[src/rtl/rtc_bus_master.sv]
// rtc_bus_master: runs one read or write on the RTC chip's multiplexed
// address/data bus on behalf of the controller.
// Every output is decoded from the current state into a register. The pins
// therefore show each state one clock after the FSM enters it.
// The bus has three address phases and three data phases, then a DONE cycle.
// Optional feature macro: RTC_BUS_READ_SYNC_EN. When it is defined, ad_in goes
// through a 2-flop synchronizer before capture, and DATA_STB is 2 clocks longer.
module rtc_bus_master #(
   parameter int PHASE_CYCLES = 4
) (
   input  logic       clk,
   input  logic       reset,
   input  logic       start,
   input  logic       read,
   input  logic [7:0] addr,
   input  logic [7:0] wdata,
   output logic       busy,
   output logic       done,
   output logic [7:0] rdata,
   output logic       cs_n,
   output logic       a_d,
   output logic       rd_n,
   output logic       wr_n,
   output logic [7:0] ad_out,
   output logic       ad_oe,
   input  logic [7:0] ad_in
);

`ifdef RTC_BUS_READ_SYNC_EN
   localparam int STB_CYCLES = PHASE_CYCLES + 2;
`else
   localparam int STB_CYCLES = PHASE_CYCLES;
`endif
   localparam int CNT_W = $clog2(STB_CYCLES + 1);

   typedef enum logic [2:0] {
      IDLE, ADDR_SET, ADDR_STB, ADDR_HLD, DATA_SET, DATA_STB, DATA_HLD, DONE
   } state_t;

   state_t           state;
   state_t           next_phase;
   logic [CNT_W-1:0] cnt;
   logic             phase_end;
   logic             read_q;
   logic [7:0]       addr_q;
   logic [7:0]       wdata_q;
   logic [7:0]       cap_data;

`ifdef RTC_BUS_READ_SYNC_EN
   logic [7:0] sync1;
   logic [7:0] sync2;

   // Two-flop synchronizer on the asynchronous pad input before read capture
   always_ff @(posedge clk or posedge reset) begin
      if (reset) begin
         sync1 <= 8'h00;
         sync2 <= 8'h00;
      end else begin
         sync1 <= ad_in;
         sync2 <= sync1;
      end
   end

   assign cap_data = sync2;
`else
   assign cap_data = ad_in;
`endif

   // Detect the last clock of the current phase and pick the phase that follows it
   always_comb begin
      phase_end  = 1'b0;
      next_phase = IDLE;
      if (state == DATA_STB) begin
         phase_end = (cnt == CNT_W'(STB_CYCLES - 1));
      end else begin
         phase_end = (cnt == CNT_W'(PHASE_CYCLES - 1));
      end
      case (state)
         ADDR_SET: next_phase = ADDR_STB;
         ADDR_STB: next_phase = ADDR_HLD;
         ADDR_HLD: next_phase = DATA_SET;
         DATA_SET: next_phase = DATA_STB;
         DATA_STB: next_phase = DATA_HLD;
         DATA_HLD: next_phase = DONE;
         default:  next_phase = IDLE;
      endcase
   end

   // Transaction FSM, phase counter and registered bus/handshake outputs
   always_ff @(posedge clk or posedge reset) begin
      if (reset) begin
         state   <= IDLE;
         cnt     <= '0;
         read_q  <= 1'b0;
         addr_q  <= 8'h00;
         wdata_q <= 8'h00;
         cs_n    <= 1'b1;
         a_d     <= 1'b1;
         rd_n    <= 1'b1;
         wr_n    <= 1'b1;
         ad_oe   <= 1'b0;
         ad_out  <= 8'h00;
         busy    <= 1'b0;
         done    <= 1'b0;
         rdata   <= 8'h00;
      end else begin
         done <= 1'b0;
         case (state)
            IDLE: begin
               cs_n   <= 1'b1;
               a_d    <= 1'b1;
               rd_n   <= 1'b1;
               wr_n   <= 1'b1;
               ad_oe  <= 1'b0;
               ad_out <= 8'h00;
               busy   <= start;
               cnt    <= '0;
               if (start) begin
                  read_q  <= read;
                  addr_q  <= addr;
                  wdata_q <= wdata;
                  state   <= ADDR_SET;
               end
            end
            ADDR_SET, ADDR_STB, ADDR_HLD: begin
               cs_n   <= 1'b0;
               a_d    <= 1'b0;
               ad_oe  <= 1'b1;
               ad_out <= addr_q;
               rd_n   <= 1'b1;
               wr_n   <= (state != ADDR_STB);
               busy   <= 1'b1;
            end
            DATA_SET, DATA_STB, DATA_HLD: begin
               cs_n   <= 1'b0;
               a_d    <= 1'b1;
               ad_oe  <= ~read_q;
               ad_out <= read_q ? 8'h00 : wdata_q;
               rd_n   <= ~((state == DATA_STB) && read_q);
               wr_n   <= ~((state == DATA_STB) && !read_q);
               busy   <= 1'b1;
               if ((state == DATA_STB) && read_q && phase_end) begin
                  rdata <= cap_data;
               end
            end
            DONE: begin
               cs_n   <= 1'b1;
               a_d    <= 1'b1;
               rd_n   <= 1'b1;
               wr_n   <= 1'b1;
               ad_oe  <= 1'b0;
               ad_out <= 8'h00;
               done   <= 1'b1;
               busy   <= 1'b1;
               state  <= IDLE;
            end
            default: begin
               state <= IDLE;
            end
         endcase
         if ((state != IDLE) && (state != DONE)) begin
            if (phase_end) begin
               cnt   <= '0;
               state <= next_phase;
            end else begin
               cnt <= cnt + 1'b1;
            end
         end
      end
   end

endmodule
[config.mk]
export PLATFORM = sky130hd
export DESIGN_NAME = rtc_bus_master
export DESIGN_NICKNAME = d
export VERILOG_FILES = /design/src/rtl/rtc_bus_master.sv
export SDC_FILE = /design/constraint.sdc
export NUM_CORES = 1
export LEC_CHECK = 0
export ABC_AREA = 1
export BUFFER_PORTS_ARGS = -buffer_cell sky130_fd_sc_hd__buf_2
export CORE_MARGIN = 3
export CORE_UTILIZATION = 28
export DETAILED_ROUTE_END_ITERATION = 10
export MAX_ROUTING_LAYER = met4
export PLACE_DENSITY = 0.49
export REMOVE_ABC_BUFFERS = 1
export SLEW_MARGIN = 40
export SYNTH_ARGS = -nofsm -noshare
export SYNTH_HDL_FRONTEND = slang
export SYNTH_SLANG_ARGS = --single-unit
[constraint.sdc]
create_clock -name clk -period 1.15 [get_ports clk]
set_input_delay 0.0575 -clock clk [delete_from_list [all_inputs] [get_ports clk]]
set_output_delay 0.0575 -clock clk [all_outputs]
set_load 0.02 [all_outputs]
==> metrics.yaml <==
status:
  status: "complete, but fails checks"
  violations: "setup timing"
placed_design:
  placed_area_um2: 2379
  place_hpwl_mm: 2.904
  gp_congestion: 0.7109
  port_buffers: 50
floorplanning:
  die_area_um2: 7755
  row_count: 29
  die_w_um: 88.06
  pin_count: 51
  core_um2: 6422
  die_y_um: 88.06
  start_util_pct: 29.36
critical_path:
  crit_path_end_kind: "flop"
  rr_worst_depth: 9
  cp-start-kind: "flop"
  crit_fanout: 7
  path_class: "flop to flop"
  critical_path_required_ps: 1340
  critPathArrivalTime_ps: 1440
power_and_ir_drop:
  total_power_mw: 7.764
  power_per_cell_area_nw_per_um2: 2597
  peakVddDrop_v: 0.001076
  leakagePower_nw: 1.538
clock_tree:
  clkLatencyLatePin_ps: 300
  clock-sinks: 46
  cts_made_buffers: 5
  cts_tree: "done"
  clk_path_buf_depth: 2
  root_buffer: "clkbuf_8"
  h-tree-depth: 2
  clkTransAtPathRegs_ps: 90
yosys:
  synth_area_leaders: "dfrtp_1 56%, nand2_1 21%, dfstp_2 5.6%, nand4_1 2.7%, nand3_1 2.1%"
  yosysWarnings: 0
  ys_ff_latch: 46
  yosysTopAreaCell: "dfrtp_1"
  synth.top_cell.area_share_pct: 55.74
  syn_inst: 205
  yosys.cell_types.count: 22
  avgSynthCellArea_um2: 9.198
  synth_area_um2: 1886
  synth_seq_area_share_pct: 61.31
final_layout:
  final_area_um2: 2989
  antenna_cells: 0
  layout-drive-gt1-share_pct: 45.22
  areaGrowthSynthToFinish_pct: 58.53
  fin_nets: 342
  fin_util_pct: 46.54
sta:
  rsz0062_at_grt: "true"
  clock.fmax_mhz: 804.2
  finalSetupViolCount: 26
  relSlewSlack_pct: 72.31
  finClkSkew_ps: 6.711
  report.final.slew_viol_count: 0
  layout_setup_ws_ps: -93.41
  fin_crit_sh_pct: 108.1
  hold_viol_final: 0
  post-route-min-period_ps: 1243
  tightest_slew_ps: 414.9
  hold-worst-slack_ps: 5.185
  final.setup.tns_ps: -1397
routing:
  antenna_left: 0
  drc: 0
  drt_wl_total_mm: 4.679
  drt_first_pass_iters: 4
  vias: 1666
  drtIter0Drc: 56
  drt-vias-per-instance: 4.261
  wl_per_cell_um: 11.97
run:
  drv_cap: 0
grt:
  grt-ovfl-total: 0
  grt_pass1_wl_mm: 7.734
  grt_max_degree: 47
  grt_pass1_vias: 1640
  antenna_found_initial: 0
  grt_usage_pct: 13.51
min_path:
  worstHoldPathType: "input pin to flop"
  whs_path_depth: 3
## timing repair
item	CTS	global route
endpoints found under the hold margin	61	0
setup endpoints to repair	38	41
hold buffers	20	0
gates resized for setup	25	24
buffers inserted	7	4
gates cloned	2	1
pin swaps	1	5
## flip-flops by register name, summed over array words and instances, names as in the netlist
name / flops
done: 1
read_q: 1
a_d: 1
rd_n: 1
addr_q: 8
cnt: 3
rdata: 8
ad_oe: 1
cs_n: 1
state: 3
busy: 1
wdata_q: 8
ad_out: 8
wr_n: 1
## area by class of cell
type | instances | area (um^2)
Sequential cell | 46 | 1156
Multi-Input combinational cell | 147 | 785.8
Clock buffer | 6 | 82.58
Inverter | 10 | 42.54
Timing Repair Buffer | 103 | 765.7
Tap cell | 77 | 96.34
Fill cell | 615 | 3433
Clock inverter | 2 | 60.06
## path summary, 6_finish.rpt
check / from / slack, ps / endpoint
hold / removal: ad_in[2] / 5 / rdata[2]
max in group asynchronous: reset / 550 / cs_n
hold reg to reg: rdata[2] / 470 / rdata[2]
setup reg to reg: cnt[0] / -90 / state[0]
setup / recovery: cnt[0] / -90 / state[0]
min in group asynchronous: reset / 330 / rdata[3]
## critical path, cell delays in order, from the launching register on
cell	delay, ps
dfrtp_1	400
ha_2	200
inv_2	50
nor2_2	30
buf_6	140
buf_4	130
nand2_2	50
nand2_2	50
nand2_2	50
nand2_1	50
## cell families (layout without fill, tap and decap cells)
family / after synthesis / after routing / synth area share [%]
adder cells (fa/ha/maj): 1 / 1 / 0.6635
AO/OA/AOI/OAI: 4 / 4 / 1.194
flip-flops: 46 / 46 / 61.31
AND/OR/NAND/NOR: 139 / 142 / 32.52
buffers and inverters: 15 / 121 / 4.313
## per-stage QoR
stage / setup slack (ps) / instances
after floorplan: -352.0 / 200
after global placement: -137.2 / 349
after detailed placement: -119.6 / 349
after CTS: -97.31 / 386
after global routing: -180.9 / 391
final: -93.41 / 391
## cell usage in the layout (no fill, tap or decap), types with 6 or more instances in the layout
master,netlist,routed
nand2_1,107,84
nand3_1,8,7
buf_2,2,50
buf_4,1,22
dlygate4sd3_1,0,20
nand4_1,8,8
buf_6,1,8
nand2_2,1,23
dfrtp_1,42,42
clkbuf_8,0,6
## synth_stat cells
master	count
nand2_1	107
dfrtp_1	42
inv_1	9
nand3_1	8
nand4_1	8
nor2_1	7
dfstp_2	4
nor2_4	3
buf_2	2
nand2_4	2
o21ai_0	2
a21oi_1	1
buf_4	1
buf_6	1
buf_8	1
ha_1	1
inv_2	1
nand2_2	1
nand3_2	1
nand3_4	1
nor3_1	1
o21bai_1	1
## metal layers
layer,vias to the layer above,wire (um),global-route usage (%)
met5,-,0,-
met4,0,55,4.121
met3,7,259,4.045
met2,40,2330,22.26
met1,761,2034,15.92
li1,858,-,-
## power breakdown
group / switching [mW] / internal, mW
logic: 2.01 / 1.63
clock network: 0.562 / 0.927
registers: 0.344 / 2.29
Power figures use the tool's default switching activity.
